[src/rtl/vga_timing_generator.sv]
// Parametrised raster timing generator: sync pulses, active-area flag, pixel
// coordinates and line/frame strobes. Optional VGA_TIMING_FRAME_COUNT_EN builds frame_count.
module vga_timing_generator #(
  parameter int unsigned H_ACTIVE        = 1920,
  parameter int unsigned H_FP            = 88,
  parameter int unsigned H_SYNC          = 44,
  parameter int unsigned H_BP            = 148,
  parameter int unsigned V_ACTIVE        = 1080,
  parameter int unsigned V_FP            = 4,
  parameter int unsigned V_SYNC          = 5,
  parameter int unsigned V_BP            = 36,
  parameter bit          SYNC_ACTIVE_LOW = 1'b1,
  parameter int unsigned X_W             = 12,
  parameter int unsigned Y_W             = 11,
  parameter int unsigned FRAME_W         = 16
) (
  input  logic               clock,
  input  logic               reset,
  input  logic               clock_en,
  output logic               h_sync,
  output logic               v_sync,
  output logic               in_display_area,
  output logic [X_W-1:0]     x_pos,
  output logic [Y_W-1:0]     y_pos,
  output logic               line_start,
  output logic               frame_start,
  output logic [FRAME_W-1:0] frame_count
);

  localparam int unsigned H_TOTAL = H_ACTIVE + H_FP + H_SYNC + H_BP;
  localparam int unsigned V_TOTAL = V_ACTIVE + V_FP + V_SYNC + V_BP;

  localparam logic [X_W-1:0] H_LAST     = X_W'(H_TOTAL - 1);
  localparam logic [Y_W-1:0] V_LAST     = Y_W'(V_TOTAL - 1);
  localparam logic [X_W-1:0] H_VIS      = X_W'(H_ACTIVE);
  localparam logic [Y_W-1:0] V_VIS      = Y_W'(V_ACTIVE);
  localparam logic [X_W-1:0] HS_FIRST   = X_W'(H_ACTIVE + H_FP);
  localparam logic [X_W-1:0] HS_LAST    = X_W'(H_ACTIVE + H_FP + H_SYNC - 1);
  localparam logic [Y_W-1:0] VS_FIRST   = Y_W'(V_ACTIVE + V_FP);
  localparam logic [Y_W-1:0] VS_LAST    = Y_W'(V_ACTIVE + V_FP + V_SYNC - 1);
  localparam logic           SYNC_IDLE  = SYNC_ACTIVE_LOW ? 1'b1 : 1'b0;

  logic [X_W-1:0] xc;
  logic [Y_W-1:0] yc;
  logic           x_wrap;
  logic           y_wrap;
  logic           h_act;
  logic           v_act;
  logic           vis;

  always_comb begin
    x_wrap = (xc == H_LAST);
    y_wrap = (yc == V_LAST);
    h_act  = (xc >= HS_FIRST) && (xc <= HS_LAST);
    v_act  = (yc >= VS_FIRST) && (yc <= VS_LAST);
    vis    = (xc < H_VIS) && (yc < V_VIS);
  end

  always_ff @(posedge clock or posedge reset) begin
    if (reset) begin
      xc <= '0;
      yc <= '0;
    end else if (clock_en) begin
      if (x_wrap) begin
        xc <= '0;
        yc <= y_wrap ? '0 : yc + Y_W'(1);
      end else begin
        xc <= xc + X_W'(1);
      end
    end
  end

  // Outputs sample the pre-increment counters so they all share one edge of latency.
  always_ff @(posedge clock or posedge reset) begin
    if (reset) begin
      x_pos           <= '0;
      y_pos           <= '0;
      h_sync          <= SYNC_IDLE;
      v_sync          <= SYNC_IDLE;
      in_display_area <= 1'b0;
      line_start      <= 1'b0;
      frame_start     <= 1'b0;
    end else if (clock_en) begin
      x_pos           <= xc;
      y_pos           <= yc;
      h_sync          <= h_act ^ SYNC_IDLE;
      v_sync          <= v_act ^ SYNC_IDLE;
      in_display_area <= vis;
      line_start      <= (xc == '0);
      frame_start     <= (xc == '0) && (yc == '0);
    end else begin
      line_start      <= 1'b0;
      frame_start     <= 1'b0;
    end
  end

`ifdef VGA_TIMING_FRAME_COUNT_EN
  always_ff @(posedge clock or posedge reset) begin
    if (reset) begin
      frame_count <= '0;
    end else if (clock_en && x_wrap && y_wrap) begin
      frame_count <= frame_count + FRAME_W'(1);
    end
  end
`else
  assign frame_count = '0;
`endif

endmodule

[config.mk]
export PLATFORM = sky130hd
export DESIGN_NAME = vga_timing_generator
export DESIGN_NICKNAME = d
export VERILOG_FILES = /design/src/rtl/vga_timing_generator.sv
export SDC_FILE = /design/constraint.sdc
export NUM_CORES = 1
export LEC_CHECK = 0
export BUFFER_PORTS_ARGS = -buffer_cell sky130_fd_sc_hd__buf_2
export CAP_MARGIN = 20
export CORE_AREA = 2 2 82 84
export CTS_CLUSTER_SIZE = 40
export DETAILED_ROUTE_END_ITERATION = 10
export DIE_AREA = 0 0 84 86
export SLEW_MARGIN = 20
export SYNTH_ARGS = -nofsm -noshare
export SYNTH_HDL_FRONTEND = slang
export SYNTH_SLANG_ARGS = --single-unit
[constraint.sdc]
create_clock -name clock -period 1.5 [get_ports clock]
set_input_delay 0.15 -clock clock [delete_from_list [all_inputs] [get_ports clock]]
set_output_delay 0.15 -clock clock [all_outputs]
set_load 0.01 [all_outputs]
==> results.txt <==
The setup path with the least slack is of type flop to flop. The top layer used by detailed routing is met4. The post-synthesis cell type count came out at 37. TritonCTS built the clock tree. Data arrives at the worst endpoint at roughly 1800 ps.

The count of pins on the block boundary came out at 47. The startpoint identified for the worst register-to-register timing path is xc[3]$_DFFE_PP0P_. The synthesized cell area is 0.00248 mm2. Cells fill about half of the core in the end.

The die outline area came out at 0.00722 mm2. On the worst path, the slowest cell contributes a delay of between 400 and 500 ps. Across the run, the number of max-cap violations was 0. The clock passes through at most 2 buffers. The largest vdd supply drop is approximately 0.58 mV. Setup violations remaining at the end of the flow were counted as 3. The critical path launch point type is a flop. The run finished, with violations left. The total half-perimeter wirelength after legalization and detailed placement came out at around 3.6 mm. Across all setup checks in the final design, the least slack found is -31.8 ps. The standard-cell row count is 29. The summed area of non-filler cells in the final layout came out at ~0.0031 mm2.

The sequential share of the synthesized area came out at 51.5%. Counting both buffers and inverters, the worst setup path holds a total of 1. The number of antenna violations at the first check in global routing came out at 0.

The cell type of the slowest stage on the worst timing path is sky130_fd_sc_hd__dfrtp_1. The area share of the largest cell type after synthesis is about half. The number of warning messages in the yosys log came out at 0. Clock skew on the completed layout was measured at ~4.1 ps. The count of fill cells added during filler insertion is 579. In the final routed layout, each cell accounts on average for between 10 and 15 um. Of all cell types, the one taking the most synthesized area is sky130_fd_sc_hd__dfrtp_1. Derived from the worst setup path, the maximum achievable clock frequency is 653 MHz.

The share of cells above drive strength 1 came out at approximately 41%. The cell sitting at the root of the clock tree is a sky130_fd_sc_hd__clkbuf_8. The CTS buffer count is 5.

The ratio of final minimum period to clock period came out at 102%. For this run, the post-layout net count is 300. Wire segments on met2 add up to 2.31 mm in the final route. The number of pins exceeding their max-slew limit in the final report was 0. The number of flops mapped to enable cells by yosys is 0. The antenna diode count came out at 0.

The placed cell area is 0.00289 mm2. The routed wire length came out at slightly above 5 mm. The via count of the first global-routing pass came out at ~1700.

In this run the number of cells on the critical path is 5. Ranked by instance count, the synthesized netlist is headed by sky130_fd_sc_hd__dfrtp_1 (49), sky130_fd_sc_hd__mux2_2 (23), sky130_fd_sc_hd__buf_4 (17), sky130_fd_sc_hd__inv_1 (15), sky130_fd_sc_hd__nand2_1 (13). sky130_fd_sc_hd__dfrtp_1 is the most common cell in the netlist. The remaining antenna violation count is 0. The power consumption is 3310 uW. The first global-routing pass estimated approximately 8.2 mm of wire.

The final reports fail on setup timing. The via count normalized by instance count is 4.92. The count of buffers from port buffering is 30.

The placeable core region came out at 0.00628 mm2. The leakage power summed over all cells came out at 0.00153 uW. The number of remaining DRC errors came out at 0. The horizontal die dimension is roughly 84 um. The DRC violation total after the first TritonRoute iteration is 113. Once the floorplan was initialized, standard cells occupied about two fifths of the core. Global routing consumed, over all layers together, between 10 and 15% of the routing resources. The number of clock sinks is a little over 50.

The largest net degree at the start of global routing came out at between 50 and 60. The number of non-filler instances in the completed layout is 371. In the detailed route, the total length drawn on met3 is between 150 and 200 um. The shortest period the worst path allows came out at approximately 1500 ps. The worst hold path passes through 2 cells. The worst register-to-register path has a depth of 5. The hold path startpoint is clock_en. The final estimated routing congestion in global placement came out at around 0.89. The die is about 86 um tall. The worst setup path is captured at a flop.

The power density of the placed cells came out at roughly 1100 mW/mm2. The gate count of the mapped netlist came out at approximately 230. By area the synthesized netlist is led by sky130_fd_sc_hd__dfrtp_1 (49%), sky130_fd_sc_hd__mux2_2 (10%), sky130_fd_sc_hd__buf_4 (5.1%), sky130_fd_sc_hd__xor2_1 (2.5%), sky130_fd_sc_hd__nand3_1 (2.4%). The level count of the clock H-tree is 2. The type of the most critical hold path is input port to flop. The detailed router put a total of 2.56 mm of wire on met1. The detailed router placed 1824 vias in this run. After detailed placement, the design holds a cell count of 360. The clock latency on the worst-skew pair came out at about 310 ps. The data required time of the worst path came out at 1730 ps. The family with the most delay on the worst path is simple AND/OR/NAND/NOR gates. The total grt overflow is 0. The flip-flop and latch count after synthesis is 51. Of all nets on the critical path, the largest fanout is 5. The critical path goes through nor4_4 -> buf_4 -> and4_4 -> nand2_4 -> o31ai_4. The number of hold violations in the final report was 0. The number of search-and-repair iterations in the first detailed-routing pass is 4. The share of flip-flops with an asynchronous set or reset is 100%. The origin of the worst setup path is xc[3]$_DFFE_PP0P_. Setup repair after global routing could not meet its margin everywhere. For this run, the leading register cell type out of synthesis is sky130_fd_sc_hd__dfrtp_1. The mean instance size in the synthesized netlist is 10.9 um2.

The post-synthesis to final-layout area growth came out at 26.3%. The clock edge transition at the registers on the reported setup and hold paths came out at 90 ps. For the final routed database, the setup TNS stands at -42.5 ps.
power by group:
part           internal, uW  switching, uW
Clock                   540            473
Combinational           329            347
Sequential             1520            102
Total                  2390            922
kinds of logic (layout without fill, tap and decap cells):
kind of cell / count (synthesis) / count (layout) / synth area share [%]
simple gates: 73 / 73 / 16.8
flops: 51 / 51 / 51.5
buf+inv: 40 / 92 / 9.37
mux: 23 / 23 / 10.4
compound gates: 22 / 22 / 5.14
xor+xnor: 13 / 13 / 4.58
fa+ha+maj: 4 / 4 / 2.02
other cells: 1 / 16 / 0.151
what timing repair did:
| item | in CTS | in global routing |
|---|---|---|
| setup buffers | 1 | 2 |
| cloned | 0 | 0 |
| pin swaps | 3 | 11 |
| gates resized for setup | 6 | 20 |
| hold endpoints to repair | 49 | 0 |
| endpoints found under the setup margin | 7 | 15 |
| hold buffers | 1 | 0 |
state kept, by name, summed over array words and instances (netlist names):
signal,cells
y_pos,11
yc,11
in_display_area,1
h_sync,1
v_sync,1
x_pos,12
frame_start,1
xc,12
line_start,1
area by class of cell:
type	instances	area (um2)	share of cell area, %
Clock inverter	2	35.0	1.12
Inverter	15	56.3	1.79
Sequential cell	51	1280	40.8
Timing Repair Buffer	69	462	14.7
Multi-Input combinational cell	151	1120	35.9
Clock buffer	6	82.6	2.63
Tap cell	77	96.3	3.07
path summary, 6_finish.rpt:
check	end	slack, ps
max	yc[3]$_DFFE_PP0P_	-30
min	x_pos[6]$_DFFE_PP0P_	210
max reg2reg	yc[3]$_DFFE_PP0P_	-30
min reg2reg	v_sync$_DFFE_PP1P_	480
max in group asynchronous	v_sync$_DFFE_PP1P_	800
min in group asynchronous	x_pos[2]$_DFFE_PP0P_	410
per-layer routing:
metal	track usage (%)	vias to the layer above
met5	0	-
met4	6.89	0
met3	3.08	5
met2	20.6	40
met1	20.7	898
li1	-	881
metrics by stage:
step                setup WS (ps)  hold WS, ps
floorplan                    24.2          439
finish                      -31.8          211
global placement            -7.44          216
detailed placement          -48.1          220
CTS                         -11.9          214
global route                 -118          224
placed cells by master (no fill, tap or decap), drive strengths merged, types with 6 or more instances in the layout:
cell type   n
clkbuf      6
nand3      12
nand4       9
mux2       23
inv        15
o21ai      11
dfrtp      49
nor2       10
nand2      14
xnor2       6
and3        7
buf        68
conb       16
xor2        7
Note: power is estimated with default switching activity, not from simulation.
